`src/rtl/boid_step_scheduler.sv`:
```
// boid_step_scheduler: sequences the pair-interaction and per-boid update passes of one boid simulation step
module boid_step_scheduler #(
  parameter int N_BOIDS = 8,
  parameter int IDX_W   = 3,
  parameter int CNT_W   = 16
) (
  input  logic             clk,
  input  logic             reset,
  input  logic             en,
  output logic             busy,
  output logic             done,
  output logic             pair_valid,
  input  logic             pair_ready,
  output logic [IDX_W-1:0] pair_i,
  output logic [IDX_W-1:0] pair_j,
  output logic             pair_last,
  output logic             upd_valid,
  input  logic             upd_ready,
  output logic [IDX_W-1:0] upd_idx,
  output logic [CNT_W-1:0] step_count,
  output logic             overrun
);
  typedef enum logic [1:0] {IDLE, PAIR, UPDATE, DONE} state_t;
  localparam logic [IDX_W-1:0] LAST  = IDX_W'(N_BOIDS - 1);
  localparam logic [IDX_W-1:0] LAST2 = IDX_W'(N_BOIDS > 1 ? N_BOIDS - 2 : 0);
  state_t state, state_n;
  logic [IDX_W-1:0] i_n, j_n, j_inc;
  logic last_n;
  // next-state, next-index and next-pair_last; pair_i/pair_j double as the i/j registers
  always_comb begin
    state_n = state;
    i_n = pair_i;
    j_n = pair_j;
    j_inc = pair_j + IDX_W'(1);
    case (state)
      IDLE: if (en) begin
        i_n = '0;
        j_n = IDX_W'(1);
        state_n = (N_BOIDS == 1) ? UPDATE : PAIR;
      end
      PAIR: if (pair_ready) begin
        state_n = pair_last ? UPDATE : PAIR;
        j_n = pair_last ? pair_j : ((j_inc == pair_i) ? j_inc + IDX_W'(1) : j_inc);
      end
      UPDATE: if (upd_ready) begin
        if (pair_i == LAST) state_n = DONE;
        else begin
          i_n = pair_i + IDX_W'(1);
          j_n = (i_n == '0) ? IDX_W'(1) : '0;
          state_n = PAIR;
        end
      end
      DONE: state_n = IDLE;
      default: state_n = IDLE;
    endcase
    last_n = (state_n == PAIR) && (j_n == ((i_n == LAST) ? LAST2 : LAST));
  end
  // state and all outputs registered from the next-state decode
  always_ff @(posedge clk or negedge reset) begin
    if (!reset) begin
      state <= IDLE;
      busy <= 1'b0;
      done <= 1'b0;
      pair_valid <= 1'b0;
      upd_valid <= 1'b0;
      pair_last <= 1'b0;
      pair_i <= '0;
      pair_j <= '0;
      upd_idx <= '0;
      step_count <= '0;
      overrun <= 1'b0;
    end else begin
      state <= state_n;
      busy <= state_n != IDLE;
      done <= state_n == DONE;
      pair_valid <= state_n == PAIR;
      upd_valid <= state_n == UPDATE;
      pair_last <= last_n;
      pair_i <= i_n;
      pair_j <= j_n;
      upd_idx <= i_n;
      step_count <= step_count + CNT_W'(state_n == DONE);
      overrun <= overrun | (en && state != IDLE);
    end
  end
endmodule

```
`config.mk`:
```
export PLATFORM = sky130hd
export DESIGN_NAME = boid_step_scheduler
export DESIGN_NICKNAME = d
export VERILOG_FILES = /design/src/rtl/boid_step_scheduler.sv
export SDC_FILE = /design/constraint.sdc
export NUM_CORES = 1
export LEC_CHECK = 0
export BUFFER_PORTS_ARGS = -buffer_cell sky130_fd_sc_hd__buf_2
export CAP_MARGIN = 40
export CORE_ASPECT_RATIO = 2
export CORE_MARGIN = 2
export CORE_UTILIZATION = 35
export DETAILED_ROUTE_END_ITERATION = 10
export PLACE_DENSITY = 0.54
export SYNTH_ARGS = -nofsm -noshare
export SYNTH_HDL_FRONTEND = slang
export SYNTH_SLANG_ARGS = --single-unit
```
`constraint.sdc`:
```
create_clock -name clk -period 3.3 [get_ports clk]
set_clock_uncertainty 0.15 [all_clocks]
set_input_delay 0.165 -clock clk [delete_from_list [all_inputs] [get_ports clk]]
set_output_delay 0.165 -clock clk [all_outputs]
set_load 0.01 [all_outputs]
```
==> results of run 1 <==
-- flip-flops by register name, summed over array words and instances (netlist names) --
| name | flops |
|---|---|
| busy | 1 |
| overrun | 1 |
| state | 2 |
| upd_valid | 1 |
| done | 1 |
| pair_valid | 1 |
| step_count | 16 |
| pair_last | 1 |
| pair_j | 3 |
| upd_idx | 3 |
-- layout make-up --
cell class	instances	area share [%]
clock buffer	7	4.05
sequential	30	39.9
inverter	9	1.79
multi-input combinational	103	40.5
timing repair buffer	37	10.2
tap	54	3.59
-- report_power, final --
group | switching (W) | leakage, nW | internal (W)
Sequential | 0.0000828 | 0.394 | 0.000438
Clock | 0.000121 | 0.0383 | 0.000145
Combinational | 0.000295 | 0.540 | 0.000234
-- final timing paths --
check | from | to | cells past startpoint
min | en | overrun$_DFF_PN0_ | 3
max reg2reg | upd_idx[1]$_DFF_PN0_ | step_count[12]$_DFF_PN0_ | 11
max in group asynchronous | reset | step_count[0]$_DFF_PN0_ | 2
max | upd_idx[1]$_DFF_PN0_ | step_count[12]$_DFF_PN0_ | 11
min reg2reg | overrun$_DFF_PN0_ | overrun$_DFF_PN0_ | 1
min in group asynchronous | reset | step_count[13]$_DFF_PN0_ | 2
-- critical path, stage by stage, from the launching register on --
cell,delay [ns]
dfrtp_1,0.51
ha_1,0.23
ha_1,0.20
nand2b_1,0.18
nand2_1,0.07
o22a_1,0.25
nor2_1,0.14
ha_1,0.18
ha_1,0.21
and4_1,0.26
nand3_1,0.11
xnor2_1,0.13
-- cell families after synthesis --
family | share of synthesized area, %
buffers and inverters | 4.28
AO/OA/AOI/OAI | 7.21
AND/OR/NAND/NOR | 21.1
multiplexers | 3.25
XOR/XNOR | 10.4
adder cells (fa/ha/maj) | 6.33
flip-flops | 47.5
-- stage by stage --
step / cells / hold WS [ns] / setup WS [ns]
4_1_cts: 240 / 0.0476 / 0.558
5_1_grt: 240 / 0.0851 / 0.275
6_report: 240 / 0.0491 / 0.579
3_3_place_gp: 232 / 0.0774 / 0.670
3_5_place_dp: 232 / 0.0855 / 0.590
2_1_floorplan: 148 / -0.281 / 0.776
-- per-layer routing --
| layer | share of wire [%] | global-route usage (%) | vias up |
|---|---|---|---|
| li1 | - | - | 589 |
| met1 | 34 | 15.5 | 596 |
| met2 | 58 | 31.1 | 42 |
| met3 | 4.2 | 3.33 | 9 |
| met4 | 3.5 | 8.70 | 0 |
| met5 | 0 | 0 | - |
-- placed cells by master (no fill, tap or decap), types with 2 or more instances in the layout --
master	n
buf_2	35
dfrtp_1	30
nand2_1	17
xnor2_1	12
nand4_1	8
ha_1	8
inv_1	7
and3_1	6
clkbuf_8	5
mux2i_1	4
nor2b_1	4
nor2_1	4
nand3_1	4
xor2_1	4
o21ai_1	4
o21ai_0	3
inv_2	2
nand2b_1	2
and4_1	2
nand4bb_1	2
or3b_1	2
a22oi_1	2
clkbuf_1	2
==> flow_summary.json, run 1 <==
{
  "drc": 0,
  "synth-async-reset-ratio_pct": 100,
  "synth_warnings": 0,
  "fin_crit_ns": 2.72,
  "cts_resized": 0,
  "rsz0062_at_grt": "false",
  "die_h_microns": 99.0,
  "dr.pass1.iters": 4,
  "cp.required_ns": 3.31,
  "grt_usage_pct": 16.4,
  "io_buffers": 35,
  "routed_via_density": 5.15,
  "path_clk_slew_ns": 0.06,
  "post-route-util_pct": 43.4,
  "die-area_sq_um": 5100,
  "power_per_cell_area_nw_per_um2": 699,
  "drive_above_1_share_pct": 24.7,
  "start_kind": "flop",
  "fmax_mhz": 368,
  "cp.arrival_ns": 2.73,
  "drtIter0Drc": 19,
  "synthDistinctLibCells": 37,
  "hp-class": "in -> reg",
  "fp.dieW_microns": 51.5,
  "start_util_pct": 36.4,
  "yosysMostFrequentCell": "dfrtp_1",
  "multi_input_area_sq_um": 762,
  "postCtsSetupRepairBufs": 0,
  "core_area_sq_um": 4340,
  "cts.sinks": 30,
  "cts.path.max_buffers": 2,
  "antenna_found_initial": 0,
  "cts-root-buf": "clkbuf_8",
  "synth.largest_area_cell": "dfrtp_1",
  "routedWlPerCell_microns": 15.3,
  "leakage_nw": 0.972,
  "gp_congestion": 0.828,
  "synthCells": 148,
  "num_antenna_cells": 0,
  "nets": 199,
  "cp_max_fo": 9,
  "slew-limit-headroom_pct": 56.7,
  "area_growth_pct": 19.2,
  "place_area_sq_um": 1800,
  "ir_drop_mv": 0.416,
  "ys.flop_type": "dfrtp_1",
  "r2r_slack_ns": 0.58,
  "ys_top_cells_by_count": "30 x dfrtp_1, 17 x nand2_1, 12 x xnor2_1, 8 x ha_1, 8 x nand4_1",
  "status": "complete, no violations",
  "cts_tree": "yes",
  "setup_viol": 0,
  "power_w": 0.00132,
  "period_share_pct": 82.4,
  "ant_nets": 0,
  "synth_top_area_share_pct": 47.5,
  "grt_pass1_wl_microns": 6280,
  "routed_wl_microns": 3670,
  "h-tree-depth": 2,
  "worst_pin_slew_ns": 0.649,
  "clkLatencyLatePin_ns": 0.27,
  "dpl.hpwl_microns": 2920,
  "end_kind": "flop",
  "rows": 34,
  "grt_pass1_vias": 1312,
  "synth_area_per_cell_sq_um": 10.7,
  "hold_viol": 0,
  "cts_buffers": 5,
  "slew_violations": 0,
  "fill_cells": 464,
  "setup_tns_ns": 0,
  "synth-seq-area-share_pct": 47.5,
  "ys_ff_latch": 30,
  "synth_edf_count": 0,
  "maxCapViolCount": 0,
  "cts_hold_buf": 1,
  "synth_nets": 161,
  "overflow": 0,
  "num_vias": 1236,
  "seqCellArea_sq_um": 751,
  "worst-setup-path-type": "reg -> reg",
  "grt_max_degree": 31,
  "synth.area.top_cells": "dfrtp_1 48%, xnor2_1 6.7%, ha_1 6.3%, nand2_1 4.0%, nand4_1 3.2%",
  "final_area_sq_um": 1880,
  "synth.cell_area_sq_um": 1580,
  "ioPinCount": 36
}
Note: power is estimated with default switching activity, not from simulation.
==> run 2, diff against run 1 <==
clock period = 2.7 ns   (was 3.3 ns; I/O delays follow)
==> flow_summary.json, run 2 (same netlist as run 1, synthesis figures left out) <==
{
  "area_growth_pct": 22.1,
  "fin_crit_ns": 2.50,
  "die_h_microns": 99.0,
  "biggestRegsByFlops": "step_count (16), pair_j (3), upd_idx (3)",
  "ioPinCount": 36,
  "dpl.hpwl_microns": 2830,
  "clock_power_share_pct": 22.1,
  "routed_via_density": 5.20,
  "grt_usage_pct": 15.9,
  "setup_viol": 0,
  "cts.sinks": 30,
  "die-area_sq_um": 5100,
  "layout_common_cells": "35 x buf_2, 29 x dfrtp_1, 17 x nand2_1, 12 x xnor2_1, 8 x nand4_1",
  "gp_congestion": 0.780,
  "largest_reg_flops": 16,
  "start_util_pct": 36.4,
  "power_frac_seq_pct": 36.8,
  "cp.arrival_ns": 2.51,
  "fill_cells": 453,
  "p_sw_w": 0.000623,
  "core_area_sq_um": 4340,
  "cts.path.max_buffers": 2,
  "setup_ws_ns": 0.201,
  "drtIter0Drc": 20,
  "path_clk_slew_ns": 0.07,
  "final_area_sq_um": 1930,
  "antenna_found_initial": 0,
  "use_met2_pct": 29.2,
  "rows": 34,
  "post-route-util_pct": 44.5,
  "clkLatencyLatePin_ns": 0.28,
  "rsz0062_at_grt": "false",
  "end_kind": "flop",
  "status": "complete, no violations",
  "post-place-ws_ns": 0.135,
  "overflow": 0,
  "holdWs_ns": 0.0242,
  "fmax_mhz": 400,
  "slew-limit-headroom_pct": 56.8,
  "leakage_nw": 0.994,
  "h-tree-depth": 2,
  "nets": 202,
  "p_comb_share_pct": 41.1,
  "ant_nets": 0,
  "hp-class": "in -> reg",
  "largest-register": "step_count",
  "cts_buffers": 5,
  "worst_pin_slew_ns": 0.648,
  "cts-root-buf": "clkbuf_8",
  "start_kind": "flop",
  "io_buffers": 35,
  "postCtsSetupRepairBufs": 0,
  "num_vias": 1268,
  "hold_viol": 0,
  "use_met3_pct": 3.18,
  "final_common_cell": "buf_2",
  "grt_pass1_wl_microns": 6090,
  "worst-setup-path-type": "reg -> reg",
  "cts_tree": "yes",
  "dr.pass1.iters": 4,
  "slew_violations": 0,
  "ir_drop_mv": 0.390,
  "routedWlPerCell_microns": 14.9,
  "fp.dieW_microns": 51.5,
  "grtUsageMet1_pct": 15.7,
  "drc": 0,
  "p_int_w": 0.00105,
  "routed_wl_microns": 3620,
  "maxCapViolCount": 0,
  "place_area_sq_um": 1820,
  "cp_max_fo": 4,
  "num_antenna_cells": 0,
  "drive_above_1_share_pct": 28.9,
  "grt_pass1_vias": 1273,
  "busiest_layer": "met2",
  "grt_max_degree": 31,
  "period_share_pct": 92.6,
  "setup_tns_ns": 0,
  "switching_share_pct": 37.3,
  "power_per_cell_area_nw_per_um2": 865,
  "cp.required_ns": 2.71
}
run 2: cell types whose count changed in the layout (fill, tap and decap cells not counted):
cell	before	now
clkbuf_1	2	1
dfrtp_1	30	29
dfrtp_2	0	1
clkinv_2	0	1
buf_4	1	4
ha_1	8	7
and4_4	0	1
and4_1	2	1
nor2_2	0	1
clkbuf_8	5	6
ha_2	0	1
nor2_1	4	3
run 2: area by class of cell:
cell class / instances / area (sq um) / share of cell area [%]
sequential: 30 / 752 / 39.0
clock buffer: 7 / 86.3 / 4.47
tap: 54 / 67.6 / 3.50
multi-input combinational: 103 / 769 / 39.9
inverter: 9 / 33.8 / 1.75
timing repair buffer: 40 / 215 / 11.2
clock inverter: 1 / 5.00 / 0.259
run 2: layer usage:
layer / up-vias / part of all wire, %
met4: 0 / 2.9
met1: 627 / 36
met2: 32 / 58
li1: 600 / -
met5: - / 0
met3: 9 / 3.4
run 2: worst paths after layout:
kind                            cells past startpoint                  from                  endpoint  slack [ns]
worst max-delay path                               11  upd_idx[0]$_DFF_PN0_  step_count[14]$_DFF_PN0_        0.20
worst max register to register                     11  upd_idx[0]$_DFF_PN0_  step_count[14]$_DFF_PN0_        0.20
worst min-delay path                                3                    en         overrun$_DFF_PN0_        0.02
max in group asynchronous                           2                 reset      upd_idx[2]$_DFF_PN0_        1.68
worst min register to register                      1     overrun$_DFF_PN0_         overrun$_DFF_PN0_        0.31
min in group asynchronous                           2                 reset  step_count[13]$_DFF_PN0_        0.26
run 2: what timing repair did:
action | in CTS | in global routing
endpoints found under the setup margin | 0 | 3
endpoints found under the hold margin | 30 | 0
hold buffers | 1 | 0
resized for setup | 0 | 4
run 2: power by group through the flow:
stage               clock network, W  logic (W)  registers, W
floorplan                          0   0.000421      0.000653
global route                0.000398   0.000766      0.000625
detailed placement                 0   0.000684      0.000621
CTS                         0.000381   0.000688      0.000613
finish                      0.000369   0.000686      0.000614
global placement                   0   0.000676      0.000623
run 2: critical path, cell delays in order, from the launching register on:
cell and delay [ns]:
dfrtp_1 0.35, ha_1 0.17, ha_1 0.20, nand2b_1 0.16, nand2_1 0.06, o22a_1 0.25, nor2_2 0.13, ha_1 0.19
ha_2 0.22, and4_4 0.24, nand3_1 0.10, xnor2_1 0.14
run 2: metrics by stage:
| stage | cells | total power [W] |
|---|---|---|
| detailed placement | 235 | 0.00131 |
| global route | 244 | 0.00179 |
| floorplan | 148 | 0.00107 |
| finish | 244 | 0.00167 |
| global placement | 235 | 0.00130 |
| CTS | 244 | 0.00168 |
==> run 3, diff against run 2 <==
REMOVE_ABC_BUFFERS = 1   (was default)
SLEW_MARGIN = 20   (was default)
==> flow_summary.json, run 3 (same netlist as run 1, synthesis figures left out) <==
{
  "biggestRegsByFlops": "step_count (16), pair_j (3), upd_idx (3)",
  "dr.pass1.iters": 4,
  "period_share_pct": 92.3,
  "largest-register": "step_count",
  "power_w": 0.00170,
  "maxCapViolCount": 0,
  "slew_violations": 0,
  "start_kind": "flop",
  "holdPathEnd": "overrun$_DFF_PN0_",
  "die-area_sq_um": 5100,
  "worst_pin_slew_ns": 0.661,
  "end_kind": "flop",
  "fmax_mhz": 401,
  "final_common_cell": "buf_2",
  "core_area_sq_um": 4340,
  "cts_buffers": 5,
  "h-tree-depth": 2,
  "power_per_cell_area_nw_per_um2": 877,
  "drive_above_1_share_pct": 28.6,
  "dpl.hpwl_microns": 2650,
  "fill_cells": 437,
  "setup_tns_ns": 0,
  "cts.path.max_buffers": 2,
  "nets": 201,
  "antenna_found_initial": 0,
  "die_h_microns": 99.0,
  "status": "complete, no violations",
  "worst-setup-path-type": "reg -> reg",
  "routed_via_density": 5.07,
  "ir_drop_mv": 0.536,
  "grt_pass1_wl_microns": 6090,
  "r2r-start": "upd_idx[0]$_DFF_PN0_",
  "hold_depth": 3,
  "hp-class": "in -> reg",
  "drc": 0,
  "ioPinCount": 36,
  "routed_wl_microns": 3470,
  "routedWlPerCell_microns": 14.3,
  "cts-root-buf": "clkbuf_8",
  "cts_tree": "yes",
  "leakage_nw": 0.996,
  "layout_common_cells": "35 x buf_2, 30 x dfrtp_1, 17 x nand2_1, 12 x xnor2_1",
  "num_vias": 1232,
  "path_clk_slew_ns": 0.07,
  "r2r_cells": 11,
  "cp.arrival_ns": 2.50,
  "fp.dieW_microns": 51.5,
  "cts.sinks": 30,
  "io_buffers": 35,
  "grt_usage_pct": 15.8,
  "rows": 34,
  "ant_nets": 0,
  "slew-limit-headroom_pct": 56.0,
  "start_util_pct": 36.4,
  "min_from": "en",
  "gp_congestion": 0.805,
  "cp_max_fo": 4,
  "num_antenna_cells": 0,
  "grt_max_degree": 31,
  "cp.required_ns": 2.71,
  "largest_reg_flops": 16,
  "postCtsSetupRepairBufs": 0,
  "r2r-end": "step_count[14]$_DFF_PN0_",
  "drtIter0Drc": 29,
  "overflow": 0,
  "rsz0062_at_grt": "false",
  "fin_crit_ns": 2.49,
  "hold_viol": 0,
  "area_growth_pct": 22.6,
  "clkLatencyLatePin_ns": 0.28,
  "grt_pass1_vias": 1303,
  "setup_viol": 0,
  "r2r_slack_ns": 0.21
}
-- run 3: metal layers --
metal	track usage [%]	wire length [microns]
met1	18.6	1380
met2	25.8	1840
met3	4.09	144
met4	7.89	110
met5	0	0
-- run 3: where the power goes --
part / switching [W] / total, W / internal [W] / leakage, nW
combinational: 0.000360 / 0.000653 / 0.000293 / 0.545
clock: 0.000164 / 0.000421 / 0.000257 / 0.0575
sequential: 0.0000904 / 0.000626 / 0.000535 / 0.394
-- run 3: worst max-delay path by stage --
stage	depth (start not counted)	start	to
4_1_cts	11	upd_idx[0]$_DFF_PN0_	step_count[14]$_DFF_PN0_
3_3_place_gp	11	upd_idx[0]$_DFF_PN0_	step_count[12]$_DFF_PN0_
3_5_place_dp	11	upd_idx[0]$_DFF_PN0_	step_count[14]$_DFF_PN0_
5_1_grt	11	upd_idx[0]$_DFF_PN0_	step_count[14]$_DFF_PN0_
6_report	11	upd_idx[0]$_DFF_PN0_	step_count[14]$_DFF_PN0_
2_1_floorplan	11	upd_idx[1]$_DFF_PN0_	step_count[12]$_DFF_PN0_
-- run 3: repair_timing --
item,4_1_cts,5_1_grt
hold endpoints to repair,30,0
endpoints found under the setup margin,0,5
hold buffers,1,0
gates resized for setup,0,3
-- run 3: layout make-up --
| class | count | area [sq um] | share of cell area [%] |
|---|---|---|---|
| Clock buffer | 8 | 110 | 5.68 |
| Inverter | 9 | 33.8 | 1.74 |
| Multi-Input combinational cell | 103 | 768 | 39.6 |
| Sequential cell | 30 | 751 | 38.7 |
| Tap cell | 54 | 67.6 | 3.49 |
| Timing Repair Buffer | 39 | 208 | 10.7 |
-- run 3: per-stage QoR --
stage / instance area [sq um] / cells / worst slack (ns) / hold slack, ns / utilization [%]
final: 1940 / 243 / 0.209 / 0.0343 / 44.7
after global routing: 1940 / 243 / 0.0163 / 0.0488 / 44.7
after CTS: 1930 / 243 / 0.151 / 0.0345 / 44.5
after detailed placement: 1810 / 234 / 0.155 / 0.0630 / 41.8
after global placement: 1810 / 234 / 0.237 / 0.0499 / 41.8
after floorplan: 1550 / 142 / 0.123 / -0.311 / -
-- run 3: worst max-delay path, stage by stage, from the launching register on --
cell,delay (ns)
dfrtp_1,0.36
ha_1,0.17
ha_2,0.20
nand2b_1,0.16
nand2_1,0.07
o22a_1,0.24
nor2_1,0.14
ha_1,0.19
ha_2,0.21
and4_1,0.25
nand3_1,0.11
xnor2_1,0.13
